**config.mk**
```make
export PLATFORM = sky130hd
export DESIGN_NAME = fetch_ctrl
export DESIGN_NICKNAME = d
export VERILOG_FILES = /design/src/rtl/fetch_ctrl.sv
export SDC_FILE = /design/constraint.sdc
export NUM_CORES = 1
export LEC_CHECK = 0
export BUFFER_PORTS_ARGS = -buffer_cell sky130_fd_sc_hd__buf_2
export CAP_MARGIN = 5
export CORE_MARGIN = 4
export CORE_UTILIZATION = 51
export DETAILED_ROUTE_END_ITERATION = 6
export PLACE_DENSITY = 0.81
export RECOVER_POWER = 25
export SLEW_MARGIN = 40
export SYNTH_ARGS = -nofsm -noshare
export SYNTH_HDL_FRONTEND = slang
export SYNTH_SLANG_ARGS = --single-unit
```
**constraint.sdc**
```tcl
create_clock -name clk -period 2.7 [get_ports clk]
set_input_delay 0.405 -clock clk [delete_from_list [all_inputs] [get_ports clk]]
set_output_delay 0.405 -clock clk [all_outputs]
set_load 0.01 [all_outputs]
```
**src/rtl/fetch_ctrl.sv**
```systemverilog
// fetch_ctrl: instruction-fetch controller with an IF/ID pipeline register.
// Sequencing is IDLE -> RUN -> DRAIN -> HALT. A taken branch (branch & zero)
// arriving in RUN or DRAIN redirects the PC and squashes IF/ID. Fetching an
// ECALL (32'h0000_0073) holds the PC and drains the pipe for DRAIN_CYC cycles,
// then halts until the next reset.
// Optional feature: define FETCH_CTRL_PERF_EN to add the fetch_cnt and
// redirect_cnt performance counter outputs.
module fetch_ctrl #(
  parameter int                 WIDTH     = 32,
  parameter logic [WIDTH-1:0]   RESET_PC  = '0,
  parameter int                 DRAIN_CYC = 3
) (
  input  logic             clk,
  input  logic             rst,
  input  logic             start,
  input  logic             stall,
  input  logic             branch,
  input  logic             zero,
  input  logic [WIDTH-1:0] br_target,
  output logic [WIDTH-1:0] imem_addr,
  input  logic [31:0]      imem_rdata,
  output logic             ifid_valid,
  output logic [31:0]      ifid_inst,
  output logic [WIDTH-1:0] ifid_pc,
  output logic [WIDTH-1:0] ifid_pc4,
  output logic             flush,
`ifdef FETCH_CTRL_PERF_EN
  output logic [31:0]      fetch_cnt,
  output logic [31:0]      redirect_cnt,
`endif
  output logic [1:0]       state,
  output logic             done
);

  localparam logic [1:0] S_IDLE  = 2'd0;
  localparam logic [1:0] S_RUN   = 2'd1;
  localparam logic [1:0] S_DRAIN = 2'd2;
  localparam logic [1:0] S_HALT  = 2'd3;

  localparam logic [31:0]      ECALL_INST = 32'h0000_0073;
  localparam logic [2:0]       DRAIN_INIT = 3'(DRAIN_CYC);
  localparam logic [WIDTH-1:0] PC_STEP    = WIDTH'(4);

  logic [1:0]       state_q, state_d;
  logic [WIDTH-1:0] pc_q, pc_d;
  logic             ifid_valid_q, ifid_valid_d;
  logic [31:0]      ifid_inst_q, ifid_inst_d;
  logic [WIDTH-1:0] ifid_pc_q, ifid_pc_d;
  logic [WIDTH-1:0] ifid_pc4_q, ifid_pc4_d;
  logic [2:0]       drain_q, drain_d;

  logic             redirect;
  logic             fetch_load;
  logic [WIDTH-1:0] pc_plus4;

  // A taken branch only acts while the pipe is live (RUN or DRAIN).
  assign redirect = branch & zero & ((state_q == S_RUN) | (state_q == S_DRAIN));
  // Adder wraps modulo 2^WIDTH by construction.
  assign pc_plus4 = pc_q + PC_STEP;

  // Next-state logic: redirect beats stall, stall beats ECALL detection.
  always_comb begin
    state_d      = state_q;
    pc_d         = pc_q;
    ifid_valid_d = ifid_valid_q;
    ifid_inst_d  = ifid_inst_q;
    ifid_pc_d    = ifid_pc_q;
    ifid_pc4_d   = ifid_pc4_q;
    drain_d      = drain_q;
    fetch_load   = 1'b0;
    unique case (state_q)
      S_IDLE: begin
        pc_d         = RESET_PC;
        ifid_valid_d = 1'b0;
        if (start) state_d = S_RUN;
      end
      S_RUN: begin
        if (redirect) begin
          pc_d         = {br_target[WIDTH-1:2], 2'b00};
          ifid_valid_d = 1'b0;
        end else if (!stall) begin
          fetch_load   = 1'b1;
          ifid_inst_d  = imem_rdata;
          ifid_pc_d    = pc_q;
          ifid_pc4_d   = pc_plus4;
          ifid_valid_d = 1'b1;
          if (imem_rdata == ECALL_INST) begin
            // PC parks on the ECALL so the halted core points at it.
            drain_d = DRAIN_INIT;
            state_d = S_DRAIN;
          end else begin
            pc_d = pc_plus4;
          end
        end
      end
      S_DRAIN: begin
        if (redirect) begin
          pc_d         = {br_target[WIDTH-1:2], 2'b00};
          ifid_valid_d = 1'b0;
          drain_d      = 3'd0;
          state_d      = S_RUN;
        end else begin
          // Countdown ignores stall: the drain is a fixed-length window.
          ifid_valid_d = 1'b0;
          drain_d      = drain_q - 3'd1;
          if (drain_d == 3'd0) state_d = S_HALT;
        end
      end
      default: begin
        ifid_valid_d = 1'b0;
      end
    endcase
  end

  // Control and IF/ID registers with asynchronous active-low reset.
  always_ff @(posedge clk or negedge rst) begin
    if (!rst) begin
      state_q      <= S_IDLE;
      pc_q         <= RESET_PC;
      ifid_valid_q <= 1'b0;
      ifid_inst_q  <= '0;
      ifid_pc_q    <= '0;
      ifid_pc4_q   <= '0;
      drain_q      <= '0;
    end else begin
      state_q      <= state_d;
      pc_q         <= pc_d;
      ifid_valid_q <= ifid_valid_d;
      ifid_inst_q  <= ifid_inst_d;
      ifid_pc_q    <= ifid_pc_d;
      ifid_pc4_q   <= ifid_pc4_d;
      drain_q      <= drain_d;
    end
  end

`ifdef FETCH_CTRL_PERF_EN
  logic [31:0] fetch_cnt_q, redirect_cnt_q;

  // Performance counters: IF/ID loads and flush cycles, both free-running.
  always_ff @(posedge clk or negedge rst) begin
    if (!rst) begin
      fetch_cnt_q    <= '0;
      redirect_cnt_q <= '0;
    end else begin
      if (fetch_load) fetch_cnt_q    <= fetch_cnt_q + 32'd1;
      if (redirect)   redirect_cnt_q <= redirect_cnt_q + 32'd1;
    end
  end

  assign fetch_cnt    = fetch_cnt_q;
  assign redirect_cnt = redirect_cnt_q;
`endif

  assign imem_addr  = pc_q;
  assign ifid_valid = ifid_valid_q;
  assign ifid_inst  = ifid_inst_q;
  assign ifid_pc    = ifid_pc_q;
  assign ifid_pc4   = ifid_pc4_q;
  assign flush      = redirect;
  assign state      = state_q;
  assign done       = (state_q == S_HALT);

endmodule

```
======== Word level (Yosys, flattened, before mapping) ========
Cells that the tools add are included.
storage, ports and cells
  register bits ........................... 134
  bits of input ports ..................... 70
  logic and storage cells ................. 54
  output and inout port bits .............. 133
operators by class
  bitwise operators ....................... 5
  reduce and logical (&&, ||, !) cells .... 8
  eq/ne operators ......................... 12
  multiplexer cells ....................... 20
  $add $sub $neg .......................... 2
operator list
  operator                                                                 count
  32-bit two-way mux                                                       4
  32-bit case mux with 3 select lines                                      1
  32-bit by 3-bit adder with 32-bit output, second input constant          1
  32-bit by 7-bit == test with 1-bit output, second input constant         1
  2-bit two-way mux                                                        6
  3-bit two-way mux                                                        4
  2-bit inequality test, second input constant                             4
  4-bit AND reduction                                                      2
  3-bit inequality test, second input constant                             2
  2-bit case mux with 3 select lines                                       1
  3-bit case mux with 2 select lines                                       1
  6-bit AND reduction                                                      1
  2-bit == test, second input constant                                     2
  3-bit logical NOT                                                        1
  1-bit two-way mux                                                        3
  3-bit by 2-bit inequality test with 1-bit output, second input constant  1
  3-bit AND reduction                                                      1
  3-bit nonzero test                                                       1
  3-bit by 1-bit subtractor with 3-bit output, second input constant       1
  1-bit bitwise AND                                                        2
  2-bit by 1-bit == test with 1-bit output, second input constant          1
  2-bit logical NOT                                                        1
  2-bit by 1-bit inequality test with 1-bit output, second input constant  1
  1-bit inverter                                                           2
  2 further kinds                                                          2

======== Longest topological paths before layout ========
Gate-level depths: netlist of the first run.
  word-level depth ........................ 5
  depth in mapped cells ................... 11
  mapped depth without buffers ............ 9

======== Worst setup path before layout of the first run ========
Ideal clock, no wire load.
  kind .................................... reg2reg
  start ................................... reg state_q[0], in the netlist state[0]
  end ..................................... reg ifid_inst_q[30], in the netlist ifid_inst[30]
  data required time ...................... 2.575 ns
  period minus slack after synthesis ...... 2.362 ns
  data arrival time ....................... 2.237 ns
  library setup time ...................... 0.125 ns
  cell stages (with the launch flop) ...... 11
  path slack .............................. 0.338 ns
  cells stage by stage .................... dfrtp_1 > inv_1 > ha_1 > nand3_2 > and2_1 > buf_2 > nand2b_1 > buf_2 > buf_2 > buf_2 > mux2_2
between the ends
  longest elaborated chain between the ends .. 5
  elaborated cells between the ends (all ways) .. 6
  classes of those cells .................. eq/ne (2); bitwise (3); reduce/logical (1)
RTL lines
  what                                                                              line    RTL
  start, declared                                                                   44      logic [1:0] state_q, state_d;
  start signal, assigned                                                            126     state_q <= state_d;
  2-bit by 1-bit == test with 1-bit output / 2-bit == test (equally long branches)  57, 71
  1-bit bitwise OR                                                                  57      assign redirect = branch & zero & ((state_q == S_RUN) | (state_q == S_DRAIN));
  1-bit bitwise AND                                                                 57
  1-bit inverter (no line)                                                          --
  3-bit AND reduction (no line) (*)                                                 --
  end signal, assigned                                                              129     ifid_inst_q <= ifid_inst_d;
  end, declared                                                                     47      logic [31:0] ifid_inst_q, ifid_inst_d;
Mark *: on every way between the ends. The rest lies on a longest branch, timed or not.
A chain may end at the register's enable or synchronous reset.

======== Worst setup path in the final report of the first run ========
  start ................................... reg state_q[0], in the netlist state[0]
  end ..................................... reg pc_q[19], in the netlist imem_addr[19]
between the ends
  longest elaborated chain between the ends .. 5
  elaborated cells between the ends (all ways) .. 12
  classes of those cells .................. eq/ne (5); mux (2); bitwise (2); reduce/logical (3)
RTL lines
  what                                                                                         line    RTL
  2-bit by 1-bit == test with 1-bit output / 2-bit == test (equally long branches)             57, 71
  1-bit bitwise OR                                                                             57
  1-bit bitwise AND                                                                            57
  3-bit inequality test (no line), or another cell as far along                                --
  4-bit AND reduction (no line) / 32-bit case mux with 3 select lines (equally long branches)  --
  end signal, assigned                                                                         127     pc_q <= pc_d;
  end, declared                                                                                45      logic [WIDTH-1:0] pc_q, pc_d;
Several ways; a longest one is shown, not always the timed one.

==> results of run 1 <==
==> sequential cells by signal, indices dropped and copies added (netlist names) <==
register,count
ifid_pc,30
drain_q,3
ifid_inst,32
ifid_valid,1
imem_addr,30
ifid_pc4,30
state,2
==> cell type report <==
class / count / area (um^2)
clock buffers: 23 / 458
clock inverters: 7 / 87.6
fillers: 876 / 3740
inverters: 11 / 41.3
multi-input cells: 385 / 2640
flip-flops and latches: 128 / 3200
well taps: 143 / 179
repair buffers: 212 / 1170
==> layer usage <==
metal / part of all wire (%) / wire (um) / vias to the layer above / global-route usage, %
met3: 8.9 / 1480 / 36 / 7.87
met2: 48 / 7980 / 261 / 39.5
met4: 2.4 / 406 / 0 / 10.2
li1: - / - / 2369 / -
met1: 41 / 6800 / 2466 / 32.1
met5: 0 / 0 / - / 0
==> cell families (layout without fill, tap and decap cells) <==
| family | count (synthesis) | count (layout) | share of synthesized area (%) |
|---|---|---|---|
| compound gates | 125 | 125 | 12.5 |
| xor+xnor | 29 | 29 | 4.20 |
| fa+ha+maj | 8 | 8 | 1.66 |
| buf+inv | 49 | 253 | 3.81 |
| flops | 128 | 128 | 53.0 |
| mux | 61 | 61 | 11.3 |
| other cells | 1 | 6 | 0.0621 |
| simple gates | 156 | 156 | 13.4 |
==> where the power goes <==
| part | switching (W) | internal [W] |
|---|---|---|
| combinational | 0.00300 | 0.00229 |
| clock | 0.000785 | 0.00136 |
| sequential | 0.000719 | 0.00273 |
| total | 0.00450 | 0.00638 |
==> critical path: stages (launching register included) <==
cell and delay, ns:
dfrtp_1 0.43, inv_1 0.11, ha_1 0.32, nand3_2 0.12, and2_1 0.19, buf_4 0.18
nand2_1 0.51, nor2_1 0.13, o21ai_0 0.20, o21ai_1 0.10
==> path summary, 6_finish.rpt <==
path | end | slack, ns | cells after the start
setup reg to reg | imem_addr[19]$_DFFE_PN0P_ | 0.28 | 9
hold / removal | ifid_valid$_DFFE_PN0N_ | 0.24 | 2
setup / recovery | imem_addr[19]$_DFFE_PN0P_ | 0.28 | 9
max in group asynchronous | ifid_pc[31]$_DFFE_PN0P_ | 0.55 | 3
min in group asynchronous | ifid_pc[21]$_DFFE_PN0P_ | 0.96 | 2
hold reg to reg | ifid_pc4[11]$_DFFE_PN0P_ | 0.47 | 2
==> per-stage QoR <==
stage,setup WS [ns],cells,hold slack [ns],area (um^2)
4_1_cts,0.298,909,0.219,7790
6_report,0.284,909,0.236,7780
5_1_grt,0.126,909,0.226,7780
3_5_place_dp,0.258,878,0.295,7230
3_3_place_gp,0.299,878,0.293,7230
2_1_floorplan,0.338,562,0.109,6060
==> cell usage in the layout, fill, tap and decap left out, types with 3 or more instances in the layout <==
master	instances
o2bb2ai_1	6
buf_2	193
nor2_1	26
o21ai_0	54
a21oi_1	10
xnor2_1	18
clkbuf_1	6
nand3_1	13
nor3_1	5
xor2_1	11
ha_1	8
inv_1	11
and3_1	9
a2bb2oi_1	5
mux2_2	59
buf_4	12
a32oi_1	3
a22oi_1	9
nand4_1	9
dfrtp_1	128
conb_1	6
o21ai_1	20
buf_12	5
clkinv_2	4
a22o_1	5
nor4_1	9
clkbuf_16	17
nand2_1	62
==> reports/metrics.yaml, run 1 <==
run_status:
  status: "complete, but fails checks"
  violations: "capacitance limit, slew limit"
sta:
  max_slew_margin_pct: -11.5
  clock_skew_ns: 0.00820
  setup_viol: 0
  hold_viol_final: 0
  clock.fmax_mhz: 414
  timing.final.crit_share_pct: 89.5
  worstMarginPinSlew_ns: 1.67
  rsz0062_at_grt: "false"
  min_period_ns: 2.42
  finalSetupTns_ns: 0
  finalMaxSlewViolations: 29
worst_setup_path:
  timing.rr.start: "state[0]$_DFFE_PN0P_"
  critPathLaunch: "state[0]$_DFFE_PN0P_"
  cp.required_ns: 2.99
  start_kind: "flop"
  cp_max_fo: 18
  setup.worst_path.class: "flop to flop"
  worstPathArrival_ns: 2.71
  endpoint_kind: "flop"
synth:
  ys_warn_count: 0
  async_flop_share_pct: 100
  post-synth-top-count-cell: "dfrtp_1"
  synth_edf_count: 0
  synth_common_cells: "dfrtp_1 (128), nand2_1 (62), mux2_2 (59)"
  synth_seq_cells: 128
  synthDominantCellAreaShare_pct: 53.0
  synth_area_leaders: "dfrtp_1 (53%), mux2_2 (11%), o21ai_0 (4.5%)"
  avgSynthCellArea_um2: 10.8
  synth_seq_area_share_pct: 53.0
  synth_cell_types: 53
  yosysTopAreaCell: "dfrtp_1"
  synth_cells: 557
  mappedNetlistArea_mm2: 0.00604
  ys.flop_type: "dfrtp_1"
cells_and_area:
  fin_nets: 833
  fin_util_pct: 67.5
  drive_gt1_share_pct: 40.1
  syn2layout_area_growth_pct: 28.7
  antennaDiodeCount: 0
clock_tree:
  clk_transition_reported_paths_ns: 0.06
  clkSinkCount: 128
  root_buffer: "clkbuf_16"
  post-cts-setup-buffers: 0
  cts_hold_buf: 1
  cts_resized: 0
  cts_tree: "done"
  cts_buffers: 17
  ctsHtreeMaxLevel: 4
  cts_buffer_depth: 2
  clock_latency_ns: 0.41
route:
  vias: 5132
  drc_errors: 0
  drtIter0Drc: 429
  drt-pass1-iter-count: 5
  vias_per_cell: 5.65
  postRouteAntennaNets: 0
  routed_wl_um: 16700
  avgRoutedWirePerCell_um: 18.3
die:
  die_x_um: 117
  initial_core_util_pct: 52.5
  io-pin-count: 203
  coreArea_mm2: 0.0115
  die_height_um: 117
  dieArea_mm2: 0.0137
  rows: 39
global_routing:
  grt_pass1_vias: 5148
  grt_pass1_wl_um: 26100
  grt_usage_pct: 25.0
  grt_max_degree: 72
  antenna_found_initial: 0
  grt_overflow: 0
pwr:
  worst_ir_drop_vdd_mv: 0.888
  powerDensity_mw_per_mm2: 1400
  p_leak_nw: 3.73
  finalPower_w: 0.0109
placed_design:
  dp_hpwl_um: 12000
  place.gp.congestion: 0.928
  port_buffers: 194
flow_run:
  max-cap-violations: 1
min_path:
  hold_class: "input pin to flop"
  min_from: "stall"
(Power assumes the default switching activity.)
==> run 2: changes to the inputs <==
CORE_UTILIZATION = 45   (was 51)
PLACE_DENSITY = 0.73   (was 0.81)
RECOVER_POWER = unset   (was 25)
==> reports/metrics.yaml, run 2 (synthesis results as in run 1) <==
run_status:
  status: "finished, final reports clean"
sta:
  clock.fmax_mhz: 426  # +3.0%
  min_period_ns: 2.35  # -0.0695 ns
  clock_skew_ns: 0.0105  # +0.00228 ns
  finalSetupTns_ns: 0  # unchanged
  rsz0062_at_grt: "false"
  fin_ws_ns: 0.353  # +0.0695 ns
  hold_viol_final: 0  # unchanged
  max_slew_margin_pct: 57.4  # +69 points
  finalMaxSlewViolations: 0  # -100%
  setup_viol: 0  # unchanged
  worstMarginPinSlew_ns: 0.633  # -1.04 ns
  timing.final.crit_share_pct: 86.9  # -2.6 points
worst_setup_path:
  setup.worst_path.class: "flop to flop"
  endpoint_kind: "flop"
  cp_max_fo: 18  # unchanged
  cp.required_ns: 3.05  # +0.06 ns
  worstPathArrival_ns: 2.70  # about the same
  start_kind: "flop"
route:
  routed_wl_um: 16600  # -0.44%
  vias: 5103  # -0.57%
  drtIter0Drc: 390  # -9.1%
  postRouteAntennaNets: 0  # unchanged
  vias_per_cell: 5.39  # -4.6%
  avgRoutedWirePerCell_um: 17.5  # -4.4%
  drt-pass1-iter-count: 6  # +1
  drc_errors: 0  # unchanged
placed_design:
  dpl_worst_slack_ns: 0.170  # -0.0879 ns
  port_buffers: 194  # unchanged
  dp_hpwl_um: 12000  # about the same
  place.gp.congestion: 0.880  # -5.2%
pwr:
  worst_ir_drop_vdd_mv: 0.813  # -8.5%
  p_clk_share_pct: 21.6  # +1.9 points
  powerDensity_mw_per_mm2: 1400  # about the same
  intPower_w: 0.00656  # +2.8%
  swShare_pct: 40.7  # -0.71 points
  switching_power_w: 0.00450  # -0.18%
  p_leak_nw: 3.77  # +1.2%
  combPwrFrac_pct: 47.5  # -1.1 points
  seqPwrFrac_pct: 30.9  # -0.8 points
cells_and_area:
  final_cell_mix: "buf_2 (193), dfrtp_1 (128), nand2_1 (62)"
  antennaDiodeCount: 0  # unchanged
  drive_gt1_share_pct: 41.0  # +0.91 points
  layout_commonest_cell: "buf_2"
  syn2layout_area_growth_pct: 30.7
  fin_nets: 837  # +0.48%
  largest_reg_flops: 32  # unchanged
clock_tree:
  post-cts-setup-buffers: 0  # unchanged
  cts_resized: 0  # unchanged
  ctsHtreeMaxLevel: 4  # unchanged
  clk_transition_reported_paths_ns: 0.05  # about the same
  clkSinkCount: 128  # unchanged
  cts_tree: "done"
  root_buffer: "clkbuf_16"
  clock_latency_ns: 0.41  # about the same
  cts_buffers: 17  # unchanged
  cts_buffer_depth: 2  # unchanged
  cts_hold_buf: 1  # unchanged
global_routing:
  grt_max_degree: 65  # -9.7%
  grt_usage_pct: 22.2  # -2.8 points
  grt_pass1_wl_um: 26100  # -0.16%
  antenna_found_initial: 3  # +3
  grt_pass1_vias: 5135  # -0.25%
  grt_overflow: 0  # unchanged
die:
  rows: 42  # +7.7%
  io-pin-count: 203  # unchanged
  initial_core_util_pct: 45.8  # -6.7 points
  coreArea_mm2: 0.0132  # +15%
  die_x_um: 124  # +6.0%
  die_height_um: 124  # +6.0%
  dieArea_mm2: 0.0153  # +12%
min_path:
  hold_class: "input pin to flop"
flow_run:
  max-cap-violations: 0  # -1
==> run 2: critical path, cell delays in order (launching register included) <==
cell	delay, ns
dfrtp_1	0.42
inv_1	0.10
ha_1	0.32
nand3_2	0.12
inv_1	0.15
a21o_1	0.45
buf_4	0.34
nand2_1	0.10
o21ai_0	0.10
nand3_1	0.10
nand2_1	0.07
==> run 2: worst paths after layout <==
| path | end | from | cells past startpoint | slack [ns] |
|---|---|---|---|---|
| hold / removal | ifid_inst[5]$_DFFE_PN0P_ | imem_rdata[5] | 2 | 0.24 |
| min in group asynchronous | ifid_inst[3]$_DFFE_PN0P_ | rst | 2 | 0.50 |
| setup reg to reg | imem_addr[7]$_DFFE_PN0P_ | state[0]$_DFFE_PN0P_ | 10 | 0.35 |
| max in group asynchronous | ifid_pc4[15]$_DFFE_PN0P_ | rst | 3 | 1.41 |
| setup / recovery | imem_addr[7]$_DFFE_PN0P_ | state[0]$_DFFE_PN0P_ | 10 | 0.35 |
| hold reg to reg | ifid_pc4[5]$_DFFE_PN0P_ | ifid_pc4[5]$_DFFE_PN0P_ | 2 | 0.47 |
==> run 2: final cells by class <==
cell class                      instances  area (um^2)
Clock inverter                         11          164
Timing Repair Buffer                  216         1180
Inverter                               11         41.3
Fill cell                            1130         5290
Tap cell                              176          220
Multi-Input combinational cell        385         2640
Clock buffer                           20          447
Sequential cell                       128         3200
==> run 2: power by group through the flow <==
stage,clock network (W),logic [W],registers (W)
after floorplan,0,0.00302,0.00366
after global placement,0,0.00510,0.00338
after detailed placement,0,0.00526,0.00344
after CTS,0.00242,0.00528,0.00342
after global routing,0.00253,0.00581,0.00353
final,0.00239,0.00525,0.00342
==> run 2: metal layers <==
metal  global-route usage (%)  share of wire (%)  vias to the layer above
met4                     7.68                1.5                        6
met5                        0               0.24                        -
li1                         -                  -                     2376
met2                     35.0                 47                      257
met3                     8.76                 10                       30
met1                     27.9                 41                     2434
==> run 2: metrics by stage <==
stage	hold slack (ns)	std cells	area (um^2)	power (W)	util (%)
after floorplan	0.109	562	6060	0.00668	-
after global placement	0.378	915	7280	0.00849	55.2
after detailed placement	0.386	915	7280	0.00870	55.2
after CTS	0.222	947	7900	0.0111	59.9
after global routing	0.213	947	7900	0.0119	59.9
final	0.239	947	7900	0.0111	59.9
==> run 3: changes to the inputs <==
GPL_TIMING_DRIVEN = 0   (was unset)
==> reports/metrics.yaml, run 3 (synthesis results as in run 1) <==
die:
  io-pin-count: 203  # unchanged
  dieArea_mm2: 0.0153  # unchanged
  die_height_um: 124  # unchanged
  coreArea_mm2: 0.0132  # unchanged
  initial_core_util_pct: 45.8  # unchanged
  rows: 42  # unchanged
  die_x_um: 124  # unchanged
worst_setup_path:
  crit_family: "simple AND/OR/NAND/NOR gates"
  cp_num_cells: 11  # +1
  cp_slowest_cell: "dfrtp_1"
  start_kind: "flop"
  endpoint_kind: "flop"
  worst_path_largest_cell_delay_ns: 0.42  # -0.03 ns
  cp.required_ns: 2.99  # -0.06 ns
  crit_buf_inv: 4  # +1
  crit_chain: "inv_1, ha_4, nand3_2, and2_1, buf_2, or3_1, o31a_1, buf_4, clkbuf_4, nand2_1, o21ai_1"
  ff2ff_path_depth: 11  # +1
  cp_max_fo: 10  # -8
  setup.worst_path.class: "flop to flop"
  worstPathArrival_ns: 2.85  # +0.15 ns
clock_tree:
  ctsHtreeMaxLevel: 4  # unchanged
  root_buffer: "clkbuf_16"
  clkSinkCount: 128  # unchanged
  clk_transition_reported_paths_ns: 0.05  # about the same
  cts_buffers: 17  # unchanged
  clock_latency_ns: 0.42  # about the same
  cts_tree: "done"
  cts_buffer_depth: 2  # unchanged
sta:
  hold_viol_final: 0  # unchanged
  whs_ns: 0.233  # -0.00662 ns
  clock.fmax_mhz: 392  # -8.0%
  rsz0062_at_grt: "false"
  fin_ws_ns: 0.148  # -0.205 ns
  setup_viol: 0  # unchanged
  clock_skew_ns: 0.00760  # -0.00288 ns
  timing.final.crit_share_pct: 94.5  # +7.6 points
  max_slew_margin_pct: 49.3  # -8.2 points
  finalMaxSlewViolations: 0  # unchanged
  worstMarginPinSlew_ns: 0.761  # +0.128 ns
  min_period_ns: 2.55  # +0.205 ns
  finalSetupTns_ns: 0  # unchanged
placed_design:
  placed_area_mm2: 0.00729  # +0.17%
  dpl_worst_slack_ns: -0.334  # -0.504 ns
  dp_hpwl_um: 13500  # +13%
  place.gp.congestion: 0.873  # -0.76%
  dp_cells: 933  # +2.0%
  port_buffers: 194  # unchanged
cells_and_area:
  final_cell_mix: "buf_2 (206), dfrtp_1 (128), nand2_1 (61)"
  syn2layout_area_growth_pct: 32.8
  fin_nets: 860  # +2.7%
  fin_cells: 969  # +2.3%
  n_fill_cell: 1127  # -0.27%
  layout_commonest_cell: "buf_2"
  largest_reg_flops: 32  # unchanged
  drive_gt1_share_pct: 41.4  # +0.38 points
  antennaDiodeCount: 0  # unchanged
  design_area_mm2: 0.00802  # +1.6%
min_path:
  hold_path_depth: 2  # unchanged
  hold_class: "input pin to flop"
route:
  drc_errors: 0  # unchanged
  met1_length_um: 7340  # +7.9%
  met3_length_um: 1820  # +6.1%
  vias: 5312  # +4.1%
  met2_length_um: 8960  # +15%
  drt-pass1-iter-count: 5  # -1
  drtIter0Drc: 382  # -2.1%
  vias_per_cell: 5.48  # +1.7%
  avgRoutedWirePerCell_um: 18.9  # +7.8%
  top_layer_used: "met5"
  routed_wl_um: 18300  # +10%
  postRouteAntennaNets: 0  # unchanged
global_routing:
  grt_pass1_vias: 5292  # +3.1%
  grt_usage_pct: 24.2  # +2.0 points
  grt_max_degree: 66  # +1.5%
  grt_overflow: 0  # unchanged
  grt_pass1_wl_um: 27900  # +7.2%
  antenna_found_initial: 1  # -2
pwr:
  p_leak_nw: 3.84  # +1.8%
  worst_ir_drop_vdd_mv: 0.569  # -30%
  powerDensity_mw_per_mm2: 1430  # +2.5%
run_status:
  status: "finished, final reports clean"
flow_run:
  max-cap-violations: 0  # unchanged
## run 3: cell count changes in the layout (fill, tap and decap cells not counted), sizes merged
cell / before / now
clkinv: 5 / 0
clkbuf: 20 / 41
buf: 215 / 223
clkinvlp: 2 / 0
## run 3: final cells by class
class                      count  area, um^2  share of cell area, %
inverter                      11        41.3                  0.515
clock inverter                 4         120                   1.50
clock buffer                  26         529                   6.60
timing repair buffer         201        1060                   13.2
multi-input combinational    385        2640                   32.9
tap                          176         220                   2.74
sequential                   128        3200                   39.9
buffer                        38         210                   2.62
## run 3: path summary, 6_finish.rpt
check	slack (ns)	from	endpoint
min in group asynchronous	0.51	rst	ifid_inst[0]$_DFFE_PN0P_
max	0.15	state[0]$_DFFE_PN0P_	imem_addr[22]$_DFFE_PN0P_
max reg2reg	0.15	state[0]$_DFFE_PN0P_	imem_addr[22]$_DFFE_PN0P_
max in group asynchronous	1.51	rst	imem_addr[3]$_DFFE_PN0P_
min	0.23	stall	ifid_valid$_DFFE_PN0N_
min reg2reg	0.48	ifid_pc4[9]$_DFFE_PN0P_	ifid_pc4[9]$_DFFE_PN0P_
## run 3: power by group
group          total [W]  switching, W  internal [W]
combinational    0.00560       0.00330       0.00230
clock            0.00251      0.000798       0.00171
sequential       0.00340      0.000666       0.00273
## run 3: worst reg2reg max path: stages (launching register included)
cell and delay [ns]:
dfrtp_1 0.42, inv_1 0.12, ha_4 0.29, nand3_2 0.12, and2_1 0.18, buf_2 0.20
or3_1 0.40, o31a_1 0.16, buf_4 0.18, clkbuf_4 0.21, nand2_1 0.10, o21ai_1 0.07
## run 3: metal layers
layer  vias up  global-route usage (%)
li1       2428                       -
met1      2618                    31.5
met2       244                    38.9
met3        20                    8.13
met4         2                    6.37
met5         -                       0
## run 3: stage by stage
stage	util (%)	power, W
4_1_cts	60.5	0.0114
5_1_grt	60.8	0.0122
3_3_place_gp	55.0	0.00858
3_5_place_dp	55.3	0.00881
2_1_floorplan	-	0.00668
6_report	60.8	0.0115
## run 3: timing repair
item,CTS,global route
setup buffers,1,4
hold buffers,1,0
setup endpoints to repair,60,21
pin swaps,0,2
hold endpoints to repair,64,0
gates resized for setup,7,7
